--- src/rtl/sram_lane_clr.sv ---
// Single-clock SRAM: one write port with per-lane enables, one registered read
// port with write-first forwarding. A sequencer fills every word with CLR_VAL after reset or on request.
module sram_lane_clr #(
   parameter int A = 7,
   parameter int W = 16,
   parameter int L = 2,
   parameter logic [W-1:0] CLR_VAL = '0
) (
   input  logic         CLK,
   input  logic         RST,
   input  logic         clear,
   input  logic         write,
   input  logic [A-1:0] wrAddress,
   input  logic [W-1:0] dataInput,
   input  logic [L-1:0] laneEnable,
   input  logic         read,
   input  logic [A-1:0] rdAddress,
   output logic [W-1:0] dataOutput,
   output logic         dataValid,
   output logic         ready
);

   localparam int LW    = W / L;
   localparam int DEPTH = 2 ** A;

   typedef enum logic {S_CLEAR, S_READY} state_t;

   state_t         state_reg, state_next;
   logic [A-1:0]   cnt_reg, cnt_next;
   logic           clearing;
   logic           accept_wr;
   logic           accept_rd;
   logic [W-1:0]   rd_word;

   assign ready     = (state_reg == S_READY);
   // The array is left untouched while RST is held; the fill starts after release.
   assign clearing  = (state_reg == S_CLEAR) && !RST;
   assign accept_wr = ready && !clear && write;
   assign accept_rd = ready && !clear && read;

   always_ff @(posedge CLK or posedge RST) begin
      if (RST) begin
         state_reg <= S_CLEAR;
         cnt_reg   <= '0;
      end else begin
         state_reg <= state_next;
         cnt_reg   <= cnt_next;
      end
   end

   always_comb begin
      state_next = state_reg;
      cnt_next   = cnt_reg;
      case (state_reg)
         S_CLEAR: begin
            if (cnt_reg == {A{1'b1}}) begin
               state_next = S_READY;
               cnt_next   = '0;
            end else begin
               cnt_next = cnt_reg + 1'b1;
            end
         end
         S_READY: begin
            if (clear) begin
               state_next = S_CLEAR;
               cnt_next   = '0;
            end
         end
         default: begin
            state_next = S_CLEAR;
            cnt_next   = '0;
         end
      endcase
   end

   // One storage array per lane so each lane has its own write enable.
   genvar gi;
   generate
      for (gi = 0; gi < L; gi++) begin : g_lane
         logic [LW-1:0] mem [DEPTH];
         logic          lane_we;
         logic [A-1:0]  lane_addr;
         logic [LW-1:0] lane_wdata;
         logic          lane_fwd;

         assign lane_we    = clearing || (accept_wr && laneEnable[gi]);
         assign lane_addr  = clearing ? cnt_reg : wrAddress;
         assign lane_wdata = clearing ? CLR_VAL[gi*LW +: LW] : dataInput[gi*LW +: LW];
         assign lane_fwd   = accept_wr && laneEnable[gi] && (wrAddress == rdAddress);

         always_ff @(posedge CLK) begin
            if (lane_we) begin
               mem[lane_addr] <= lane_wdata;
            end
         end

         assign rd_word[gi*LW +: LW] = lane_fwd ? dataInput[gi*LW +: LW] : mem[rdAddress];
      end
   endgenerate

   always_ff @(posedge CLK or posedge RST) begin
      if (RST) begin
         dataOutput <= '0;
         dataValid  <= 1'b0;
      end else begin
         dataValid <= accept_rd;
         if (accept_rd) begin
            dataOutput <= rd_word;
         end
      end
   end

endmodule

--- config.mk ---
export PLATFORM = sky130hd
export DESIGN_NAME = sram_lane_clr
export DESIGN_NICKNAME = d
export VERILOG_FILES = /design/src/rtl/sram_lane_clr.sv
export SDC_FILE = /design/constraint.sdc
export NUM_CORES = 2
export LEC_CHECK = 0
export CORE_MARGIN = 1
export CORE_UTILIZATION = 60
export DETAILED_ROUTE_END_ITERATION = 10
export GPL_ROUTABILITY_DRIVEN = 0
export PLACE_DENSITY = 0.76
export SYNTH_ARGS = -nofsm -noshare
export SYNTH_HDL_FRONTEND = slang
export SYNTH_SLANG_ARGS = --single-unit
--- constraint.sdc ---
create_clock -name CLK -period 5.2 [get_ports CLK]
set_input_delay 1.04 -clock CLK [delete_from_list [all_inputs] [get_ports CLK]]
set_output_delay 1.04 -clock CLK [all_outputs]
set_load 0.02 [all_outputs]
==> metrics.cfg <==
[status]
outcome = complete, no violations

[layout]
layout_common_cells = edfxtp_1, mux4_2, buf_4, nor2_1, clkbuf_16
drive_above_1_share = 0.262
area_growth_pct = 12.8
fin_nets = 4320
largest_reg_flops = 2048
layout_commonest_cell = edfxtp_1

[detailed_routing]
drt_wl_total_microns = 211000
wl_per_cell_microns = 33.8
drtIter0Drc = 6178
ant_nets = 0
vias = 42826
drc = 0
first_pass_iters = 9
viasPerCell = 6.86

[timing]
hold_viol = 0
slew_violations = 0
fin_crit_ns = 4.04
tns_ns = 0
period_share = 0.778
max_freq_ghz = 0.247
worstMarginPinSlew_ns = 1.26
rsz0062_at_grt = false
worst_slack_ns = 1.16
clock_skew_ns = 0.0320
slew_headroom = 0.156
finalSetupViolCount = 0

[floorplanning]
initial_core_util = 0.604
rows = 135
die_height_microns = 371
dieArea_sq_mm = 0.138
ios = 55
dieWidth_microns = 371
core_area_sq_mm = 0.135

[placement]
dp_hpwl_microns = 130000
dp_slack_ns = 0.561
port_buffers = 54

[power_and_ir_drop]
peakVddDrop_mv = 0.556
power_density_mw_per_mm2 = 384
power_switching_mw = 8.13
clockPowerShare = 0.392
seq_power_share = 0.532
pwr-share-comb = 0.075
power_leakage_nw = 29.9
finalPower_mw = 35.4
p_int_mw = 27.3
p_sw_frac = 0.230

[grt]
grt_pass1_wl_microns = 303000
overflow = 0
antenna_found_initial = 13
grt_util_all_layers = 0.313
grt_max_degree = 86
grt_pass1_vias = 42867

[synthesis]
syn_area_per_cell_sq_um = 20.9
syn_area_sq_mm = 0.0819
ys_warn_count = 0
synth_seq_cells = 2073
synth-edff-count = 2048
synthArstFlopShare = 0.0121
syn_inst = 3908
ys_seq_area_frac = 0.759
ys.flop_type = edfxtp_1
synth_nets = 3946
ys_types = 75

[setup_path]
reg2reg_depth = 7
cp-end-kind = flop
worstPathRequired_ns = 5.92
path_cells = clkdlybuf4s50_1, or2_1, mux2_1, a222oi_1, nand3_1, nor2_1, a211oi_1, o22a_1
critical_path_class = in -> reg
arrival_ns = 4.77
reg2reg_slack_ns = 1.19
start_kind = input pin
slowest_stage = nor2_1
cp_max_fo = 23
cp_slowest_stage_delay_ns = 0.77
timing.rr.end = dataOutput[6]
r2r_start = ready

[clock_tree]
clk_latency_ns = 0.84
cts_made_buffers = 198
cts.htree.levels = 4
post_cts_buffers = 0
cts.path.max_buffers = 3
clk_pin_slew_ns = 0.06
cts_resized = 0
cts_tree = yes
clock_sinks = 2073
postCtsHoldBufs = 0
cts-root-buf = clkbuf_16

[hold_path]
hold_class = reg -> reg
whs_path_depth = 2
min_from = cnt_reg[6]
hold-path-endpoint = cnt_reg[6]

[run]
drv_cap = 0

==> how the worst max path moves through the flow <==
stage | start | endpoint | slack [ns] | cells after the start
2_1_floorplan | RST | g_lane[1].mem[0][1] | 0.91 | 6
3_3_place_gp | RST | g_lane[1].mem[127][6] | 0.58 | 7
3_5_place_dp | RST | dataOutput[6] | 0.56 | 8
4_1_cts | RST | dataOutput[6] | 1.42 | 8
5_1_grt | RST | dataOutput[6] | 1.09 | 8
6_report | RST | dataOutput[6] | 1.16 | 8
==> power by group through the flow <==
| stage | combinational [mW] | sequential, mW | clock [mW] |
|---|---|---|---|
| floorplan | 1.45 | 19.2 | 0 |
| global placement | 2.54 | 19.2 | 0 |
| detailed placement | 2.58 | 19.2 | 0 |
| CTS | 2.60 | 18.8 | 14.0 |
| global route | 2.73 | 18.9 | 14.6 |
| finish | 2.66 | 18.9 | 13.9 |
==> Yosys cell counts (10+ instances only) <==
cell type	n	share of area
nor2b_1	21	0.0016
buf_12	20	0.0049
nand3_1	46	0.0028
buf_8	10	0.0018
o21ai_1	11	0.00067
buf_6	23	0.0032
o221ai_1	36	0.0039
mux4_1	25	0.0080
nor3_1	15	0.00092
inv_1	11	0.00050
a22oi_1	16	0.0015
or3_1	12	0.00092
a211oi_1	21	0.0019
nand2_1	121	0.0055
mux2_2	21	0.0029
o21ai_0	42	0.0026
buf_2	50	0.0031
o22ai_1	37	0.0028
dfrtp_1	25	0.0076
buf_1	12	0.00055
edfxtp_1	2048	0.75
a21oi_1	31	0.0019
mux2i_1	175	0.021
clkbuf_1	100	0.0046
mux4_2	471	0.13
buf_4	19	0.0017
nor2_1	299	0.014
and2_1	26	0.0020
a221oi_1	18	0.0019
a31oi_1	12	0.00092
==> layer usage <==
metal,vias up,track usage,part of all wire
met4,10,0.145,0.054
li1,17033,-,-
met5,-,0,0.00031
met3,616,0.0909,0.13
met2,3199,0.472,0.46
met1,21968,0.426,0.36
==> metrics by stage <==
step                      cell area [sq um]  std cells  hold slack (ns)  utilization
after floorplan                       81900       3908            0.543            -
after global placement                86100       5863            0.624        0.636
after detailed placement              86100       5863            0.627        0.636
after CTS                             92300       6228            0.641        0.681
after global routing                  92300       6228            0.654        0.681
final                                 92300       6240            0.654        0.682
==> kinds of logic after synthesis <==
kind of cell               Yosys count  share of synthesized area
AOI/OAI and AO/OA                  300                     0.0266
DFF                               2073                      0.759
muxes                              693                      0.162
adders and majority gates            1                   0.000153
xor gates and xnor gates             4                   0.000428
and+or+nand+nor                    588                     0.0315
buffers and inverters              249                     0.0206
==> final cells by class <==
| class | instances | area [sq um] |
|---|---|---|
| timing repair buffer | 409 | 3560 |
| inverter | 14 | 52.6 |
| sequential | 2073 | 62100 |
| tap | 1781 | 2230 |
| multi-input combinational | 1586 | 18100 |
| clock buffer | 260 | 5310 |
| fill | 8238 | 43100 |
| antenna | 12 | 30.0 |
| clock inverter | 105 | 910 |
==> critical path: cells and delay by family <==
| kind | cells | cell delay [ns] |
|---|---|---|
| buffers and inverters | 1 | 0.63 |
| multiplexers | 1 | 0.38 |
| AO/OA/AOI/OAI | 3 | 0.81 |
| AND/OR/NAND/NOR | 3 | 1.89 |
No activity file was read; power rests on OpenSTA's default activity.
